--- src/rtl/spi_buf_pkg.sv ---
// Shared types for the SPI buffer write arbiter:
// FSM states, requester ids and the default address width.
package spi_buf_pkg;

  localparam int ADDR_W_DEF = 11;

  typedef enum logic {
    IDLE = 1'b0,
    RUN  = 1'b1
  } state_t;

  typedef enum logic {
    REQ_SPI  = 1'b0,
    REQ_HOST = 1'b1
  } req_t;

endpackage

--- src/rtl/spi_buf_rr_grant.sv ---
// Two-requester round-robin grant with priority flop.
// Ports: clk, reset, req_spi/req_host in; gnt_spi/gnt_host out.
module spi_buf_rr_grant
  import spi_buf_pkg::*;
(
  input  logic clk,
  input  logic reset,
  input  logic req_spi,
  input  logic req_host,
  output logic gnt_spi,
  output logic gnt_host
);

  req_t prio;

  // A lone requester always wins; on contention the
  // priority holder wins.
  always_comb begin
    gnt_spi  = req_spi && (!req_host || prio == REQ_SPI);
    gnt_host = req_host && !gnt_spi;
  end

  // Priority moves to the other side after any grant.
  always_ff @(posedge clk) begin
    if (reset) begin
      prio <= REQ_SPI;
    end else if (gnt_spi) begin
      prio <= REQ_HOST;
    end else if (gnt_host) begin
      prio <= REQ_SPI;
    end
  end

endmodule

--- src/rtl/spi_buf_write_arbiter.sv ---
// Arbitrates an SPI byte stream and host random writes onto one
// registered 8-bit RAM write port.
// Ports: Clk, Reset; SpiStart/SpiStartAddr/SpiLen; SpiValid/
// SpiData/SpiReady; HostValid/HostAddr/HostData/HostReady;
// RamWriteEnable/RamWriteAddr/RamWriteData; SpiBusy; SpiDone.
// Option SPI_BUF_HOST_PROTECT_EN: drops host writes inside the
// active stream window and adds the HostDropped pulse output.
module spi_buf_write_arbiter
  import spi_buf_pkg::*;
#(
  parameter int ADDR_W = ADDR_W_DEF
) (
  input  logic              Clk,
  input  logic              Reset,
  input  logic              SpiStart,
  input  logic [ADDR_W-1:0] SpiStartAddr,
  input  logic [ADDR_W-1:0] SpiLen,
  input  logic              SpiValid,
  input  logic [7:0]        SpiData,
  output logic              SpiReady,
  input  logic              HostValid,
  input  logic [ADDR_W-1:0] HostAddr,
  input  logic [7:0]        HostData,
  output logic              HostReady,
`ifdef SPI_BUF_HOST_PROTECT_EN
  output logic              HostDropped,
`endif
  output logic              RamWriteEnable,
  output logic [ADDR_W-1:0] RamWriteAddr,
  output logic [7:0]        RamWriteData,
  output logic              SpiBusy,
  output logic              SpiDone
);

  state_t            state;
  state_t            state_n;
  logic [ADDR_W-1:0] addr_cnt;
  logic [ADDR_W-1:0] addr_n;
  logic [ADDR_W-1:0] rem_cnt;
  logic [ADDR_W-1:0] rem_n;
  logic              done_n;
  logic              req_spi;
  logic              req_host;
  logic              gnt_spi;
  logic              gnt_host;
  logic              host_drop;

  // A start pulse takes the cycle, so no stream byte that cycle.
  assign req_spi  = !Reset && state == RUN
                    && SpiValid && !SpiStart;
  assign req_host = !Reset && HostValid;

  spi_buf_rr_grant u_rr (
    .clk      (Clk),
    .reset    (Reset),
    .req_spi  (req_spi),
    .req_host (req_host),
    .gnt_spi  (gnt_spi),
    .gnt_host (gnt_host)
  );

  assign SpiReady  = gnt_spi;
  assign HostReady = gnt_host;
  assign SpiBusy   = (state == RUN);

`ifdef SPI_BUF_HOST_PROTECT_EN
  // addr_cnt + rem_cnt is always start + len, so the window
  // test reduces to a modular offset compare against rem_cnt.
  logic [ADDR_W-1:0] host_off;
  assign host_off  = HostAddr - addr_cnt;
  assign host_drop = (state == RUN) && (host_off <= rem_cnt);
`else
  assign host_drop = 1'b0;
`endif

  always_comb begin
    state_n = state;
    addr_n  = addr_cnt;
    rem_n   = rem_cnt;
    done_n  = 1'b0;
    case (state)
      IDLE: begin
        if (SpiStart) begin
          state_n = RUN;
          addr_n  = SpiStartAddr;
          rem_n   = SpiLen;
        end
      end
      RUN: begin
        if (SpiStart) begin
          addr_n = SpiStartAddr;
          rem_n  = SpiLen;
        end else if (gnt_spi) begin
          addr_n = addr_cnt + 1'b1;
          if (rem_cnt == '0) begin
            state_n = IDLE;
            done_n  = 1'b1;
          end else begin
            rem_n = rem_cnt - 1'b1;
          end
        end
      end
      default: state_n = IDLE;
    endcase
  end

  always_ff @(posedge Clk) begin
    if (Reset) begin
      state <= IDLE;
    end else begin
      state <= state_n;
    end
  end

  always_ff @(posedge Clk) begin
    if (Reset) begin
      addr_cnt       <= '0;
      rem_cnt        <= '0;
      SpiDone        <= 1'b0;
      RamWriteEnable <= 1'b0;
      RamWriteAddr   <= '0;
      RamWriteData   <= '0;
    end else begin
      addr_cnt       <= addr_n;
      rem_cnt        <= rem_n;
      SpiDone        <= done_n;
      RamWriteEnable <= 1'b0;
      if (gnt_spi) begin
        RamWriteEnable <= 1'b1;
        RamWriteAddr   <= addr_cnt;
        RamWriteData   <= SpiData;
      end else if (gnt_host && !host_drop) begin
        RamWriteEnable <= 1'b1;
        RamWriteAddr   <= HostAddr;
        RamWriteData   <= HostData;
      end
    end
  end

`ifdef SPI_BUF_HOST_PROTECT_EN
  always_ff @(posedge Clk) begin
    if (Reset) begin
      HostDropped <= 1'b0;
    end else begin
      HostDropped <= gnt_host && host_drop;
    end
  end
`endif

endmodule
--- config.mk ---
export PLATFORM = sky130hd
export DESIGN_NAME = spi_buf_write_arbiter
export DESIGN_NICKNAME = d
export VERILOG_FILES = /design/src/rtl/spi_buf_pkg.sv /design/src/rtl/spi_buf_rr_grant.sv /design/src/rtl/spi_buf_write_arbiter.sv
export SDC_FILE = /design/constraint.sdc
export NUM_CORES = 1
export LEC_CHECK = 0
export ABC_AREA = 1
export CORE_UTILIZATION = 50
export CTS_CLUSTER_SIZE = 12
export DETAILED_ROUTE_END_ITERATION = 12
export PLACE_DENSITY_LB_ADDON = 0.1
export SKIP_CTS_REPAIR_TIMING = 1
export SLEW_MARGIN = 20
export SYNTH_ARGS = -nofsm -noshare
export SYNTH_HDL_FRONTEND = slang
export SYNTH_SLANG_ARGS = --single-unit
--- constraint.sdc ---
create_clock -name Clk -period 3.3 [get_ports Clk]
set_input_delay 0.495 -clock Clk [delete_from_list [all_inputs] [get_ports Clk]]
set_output_delay 0.495 -clock Clk [all_outputs]
set_load 0.02 [all_outputs]
After elaboration in Yosys (flattened, before gate mapping):

Index checks and enable logic that the tools add are counted.

* register bits after elaboration: 45
* input port bits: 54
* output and inout bits: 24

* $add $sub $neg: 2
* eq/ne operators: 3
* multiplexer cells: 23
* bitwise gates (word level): 3
* reduce and logical (&&, ||, !) cells: 16

Operators with widths (number)
* 2-to-1 mux 11 bit: 9
* one-hot mux 11 bit (2 select lines): 2
* 2-to-1 mux 8 bit: 2
* adder 11 x 1 -> 11 bit (second input constant): 1
* logical NOT 11 bit: 1
* subtractor 11 x 1 -> 11 bit (second input constant): 1
* 2-to-1 mux 1 bit: 9
* logical AND 1 bit: 6
* inequality test 3 bit (second input constant): 2
* logical NOT 1 bit: 4
* OR reduction 4 bit: 1
* inverter 1 bit: 3
* AND reduction 3 bit: 1
* inequality test 2 bit (second input constant): 1
* one-hot mux 1 bit (2 select lines): 1
* AND reduction 2 bit: 1
* nonzero test 2 bit: 1
* logical OR 1 bit: 1

Logic depth before layout (Yosys ltp):

Gate-level depths: netlist (run 1).

* depth in word-level cells: 9
* mapped depth: 11
* depth with buffers taken out: 10

By module:

From an unflattened synthesis (run 1), not the netlist that was laid out.

* cell total of the unflattened synthesis: 386
* area, all modules: 2561.2 µm²

Modules (own cells, without submodules)
* spi_buf_write_arbiter: times used 1, cells an instance 377, area an instance 2504.9 µm²
* spi_buf_rr_grant: times used 1, cells an instance 9, area an instance 56.3 µm²

Least setup slack after synthesis (run 1):

OpenSTA, ideal clock, no wires.

* path kind: input port to output port
* start point: input HostValid
* end point: output SpiReady
* data arrival time: 1.268 ns
* setup slack: 1.537 ns
* stages on the path: 4
* cells stage by stage: nand2_1 -> inv_1 -> nor3_4 -> buf_4

* cells in the longest elaborated chain, start to end: 4

RTL lines
* from (decl): RTL line spi_buf_write_arbiter.sv:21 `input logic HostValid,`
* logical AND 1 bit: RTL line spi_buf_write_arbiter.sv:51 `assign req_host = !Reset && HostValid;`
* logical NOT 1 bit: RTL line spi_buf_rr_grant.sv:19 `gnt_spi = req_spi && (!req_host || prio == REQ_SPI);`
* logical OR 1 bit: RTL line spi_buf_rr_grant.sv:19
* logical AND 1 bit: RTL line spi_buf_rr_grant.sv:19
* to (decl): RTL line spi_buf_write_arbiter.sv:20 `output logic SpiReady,`

Every way passes these cells.

Final worst setup path (run 1):

* start point: input Reset
* end point: output HostReady

* cells in the longest elaborated chain, start to end: 7
* elaborated cells between the ends (all ways): 10
* classes of those cells: reduce/logical (10)

RTL lines
* from (decl): RTL line spi_buf_write_arbiter.sv:14 `input logic Reset,`
* logical NOT 1 bit (*): RTL line spi_buf_write_arbiter.sv:49, spi_buf_write_arbiter.sv:51
* logical AND 1 bit (on tied branches): RTL line spi_buf_write_arbiter.sv:49, spi_buf_write_arbiter.sv:51
* logical AND 1 bit or logical NOT 1 bit (tied branches): RTL line spi_buf_write_arbiter.sv:50, spi_buf_rr_grant.sv:19
* logical AND 1 bit or logical OR 1 bit (tied branches): RTL line spi_buf_write_arbiter.sv:50, spi_buf_rr_grant.sv:19
* logical AND 1 bit: RTL line spi_buf_rr_grant.sv:19
* logical NOT 1 bit: RTL line spi_buf_rr_grant.sv:20 `gnt_host = req_host && !gnt_spi;`
* logical AND 1 bit (*): RTL line spi_buf_rr_grant.sv:20
* to (decl): RTL line spi_buf_write_arbiter.sv:24 `output logic HostReady,`

Every way passes the cells marked *; elsewhere a longest branch is shown, timed or not.

==> results by group, run 1 <==
Synth
  – Post-synthesis sequential area ratio: 36.5%
  – Yosys warns: 0
  – Mux cell area share after synthesis: 0%
  – Syn Nets: 426
  – Largest family of logic cells by synthesized area: simple AND/OR/NAND/NOR gates
  – Synth Area in Compound Gates: 18.7%
  – Post-synthesis xor/xnor area fraction: 1.78%
  – Post-Synth Simple-Gate Area: 32.5%
  – Syn Inst Count: 370
  – Mean Syn Cell Area: 6.66 um^2
  – Synth Register Bits: 45
  – Adder and majority gate portion of the synthesized area: 1.02%
  – Synth unique cells: 32
  – Synthesized area: 2460 um^2

Drt
  – Drc violations: 0
  – DR iter-0 viols: 125
  – WL met3: 298 um
  – Post-route ant nets: 0
  – Drt total wl: 6.28 mm
  – Top Metal Used: met4
  – TritonRoute pass-1 iters: 5
  – Via count: 2600
  – Met2 routed WL: ~3.0 mm
  – Average wire per standard cell: 12.3 um
  – Met1 WL: 2.84 mm
  – Vias/cell: between 5 and 6

Setup path
  – Startpoint types: primary input
  – Critical path type: primary input to output port
  – Nature of the critical path endpoint: output port
  – Crit-path cells: clkdlybuf4s50_1, clkinv_4, nand4_4, nand2_1, inv_2, clkdlybuf4s50_1
  – Arr. time, crit path: 2.34 ns
  – Delay-heaviest family, CP: buffers and inverters
  – CP most frequent cell: clkdlybuf4s50_1
  – Slowest stage delay, CP: around 0.62 ns
  – Critical path peak fanout: 22
  – Worst path slowest cell: clkdlybuf4s50_1
  – WP buf/inv: 4
  – WP data required: 2.80 ns

Global routing
  – Total GRT Usage: between 20 and 25%
  – Largest net degree at the start of global routing: 28
  – Number of global-route vias before repair: around 2400
  – First-pass GRT wire length: 10.2 mm
  – Grt total ovfl: 0
  – Initial antenna violation count: 0

CTS
  – CTS sink count: 45
  – Clock buffer depth: 2
  – Root Buffer: clkbuf_8
  – Clock transition at path regs: 0.08 ns
  – Num CTS Buffers: 5
  – CTS tree: done
  – H-Tree Depth: 2
  – Worst skew pair latency: approximately 0.31 ns

Worst hold path
  – Hold Path Class: flip-flop to flip-flop

Final layout
  – Reg area: 901 um^2
  – Area Overhead vs Synth: 36.9%
  – Area of the multi-input gates: roughly 1300 um^2
  – Post-route cell area: 3370 um^2
  – Non-Filler Instances: between 500 and 600
  – Ant. Diodes: 0
  – Fin util: 71.4%
  – Layout cell share with drive strength beyond 1: 6.32%
  – Nets@finish: 498
  – Filler cell count: 410

Power and ir drop
  – Total power: 1.39 mW
  – PwrDens: 413 nW/um^2
  – P_leak: 1.41 nW
  – Maximum vdd drop: 225 uV

Place
  – Post-placement setup slack: 0.450 ns
  – Hpwl dp: 4.44 mm
  – Dpl cells: 502
  – Placer congestion estimate: approximately 0.87
  – Input/output buffers: 77
  – Placed Area: 3260 um^2

Die
  – Rows: 25
  – Die ar.: between 5000 and 6000 um^2
  – Initial Util: 52.2%
  – Core area: 4720 um^2
  – Die height: 72.2 um
  – Die Wd: 72.2 um
  – IO Pins: slightly below 80

STA
  – Post-layout min period: 2.84 ns
  – Final period util: 86.0%
  – Slew Limit Headroom: 67.3%
  – Pin slew with the least headroom to its limit: 0.490 ns
  – Final Hold Viols: 0
  – Setup_tns: 0 ns
  – Final Setup Violations: 0
  – Clk_skew: about 0.0075 ns
  – Worst Slack Setup Final: 0.463 ns
  – RSZ-0062 raised after global routing: false
  – Fmax achieved: around 350 MHz
  – Fin Hold WS: 0.471 ns
  – Max-slew violations: 0

Run status
  – Status: finished clean

Flow run
  – Max_cap viols: 0
==> cell usage in the layout, fill, tap and decap left out, drive strengths merged <==
master and count:
inv 35, o211ai 8, o21a 1, a31oi 11, or2 3, dfxtp 45, nor2 43, ha 2
nand4 3, clkinv 1, nand3 25, nand2 107, xor2 3, clkbuf 7, o22ai 1, clkdlybuf4s50 77
a211oi 3, buf 4, a21oi 25, o21ai 32, nor3 4, xnor2 2, bufinv 1
==> sequential cells by signal, summed over array words and instances (netlist names) <==
register / flops
RamWriteAddr: 11
RamWriteData: 8
RamWriteEnable: 1
SpiBusy: 1
SpiDone: 1
addr_cnt: 11
rem_cnt: 11
u_rr.prio: 1
==> report_power, final <==
part / internal [mW] / switching (mW) / leakage, nW / total, mW
Clock: 0.247 / 0.194 / 0.0585 / 0.441
Sequential: 0.584 / 0.0340 / 0.372 / 0.618
Combinational: 0.159 / 0.175 / 0.984 / 0.334
==> cell usage after synthesis <==
cell	count	area [um^2]
inv_1	31	116
o21ai_4	1	16.3
xnor2_1	2	17.5
or2_2	3	18.8
clkbuf_1	5	18.8
o211ai_1	8	60.1
nand2_1	106	398
buf_2	7	35.0
nand3_1	24	120
o21ai_0	26	130
dfxtp_1	45	901
buf_4	2	15.0
nor2_4	1	11.3
nand4_1	2	12.5
o21ai_1	5	25.0
nand3_4	1	17.5
nor2_2	3	18.8
o22ai_1	1	6.26
nor3_4	1	16.3
buf_6	2	22.5
nand4_4	1	21.3
nor3_1	3	15.0
nor2_1	39	146
a21oi_1	25	125
nand2_2	1	6.26
a31oi_1	11	68.8
clkinv_4	1	8.76
o21a_1	1	7.51
xor2_1	3	26.3
inv_2	4	15.0
a211oi_1	3	22.5
ha_1	2	25.0
==> path summary, 6_finish.rpt <==
path | from | end | slack (ns) | cells past startpoint
setup / recovery | Reset | HostReady | 0.46 | 6
hold / removal | addr_cnt[10] | addr_cnt[10] | 0.47 | 2
setup reg to reg | u_rr.prio | RamWriteAddr[9] | 1.28 | 10
hold reg to reg | addr_cnt[10] | addr_cnt[10] | 0.47 | 2
==> area by class of cell <==
type,instances,area share (%)
clock buffer,7,2.56
inverter,36,4.15
sequential,45,26.7
clock inverter,1,0.890
timing repair buffer,81,23.7
multi-input combinational,273,39.5
tap,67,2.48
==> cell families after synthesis <==
kind of cell,after synthesis
xor+xnor,5
buf+inv,52
compound gates,81
simple gates,185
flops,45
fa+ha+maj,2
==> layer usage <==
layer / GRT usage, % / vias to the layer above
met5: 0 / -
met3: 4.72 / 9
met1: 29.5 / 1170
met4: 8.28 / 0
met2: 45.2 / 73
li1: - / 1348
==> worst reg2reg max path: stages, from the launching register on <==
cell	delay [ns]
dfxtp_1	0.33
nand2_1	0.11
inv_1	0.19
nor3_4	0.07
buf_4	0.20
nor2_2	0.41
inv_2	0.28
nor2_1	0.17
nor2_1	0.06
o21ai_1	0.08
inv_1	0.05
No activity file was read; power rests on OpenSTA's default activity.
==> run 2: changes to the inputs <==
--- a/config.mk
+++ b/config.mk
@@ -7,8 +7,10 @@
 export LEC_CHECK = 0
 export ABC_AREA = 1
 export CORE_UTILIZATION = 50
+export CTS_CLUSTER_DIAMETER = 150
 export CTS_CLUSTER_SIZE = 12
 export DETAILED_ROUTE_END_ITERATION = 12
+export GPL_ROUTABILITY_DRIVEN = 1
 export PLACE_DENSITY_LB_ADDON = 0.1
 export SKIP_CTS_REPAIR_TIMING = 1
 export SLEW_MARGIN = 20
==> results of run 2 <==
No change in the layout: final DEF, timing and power equal those of run 1.
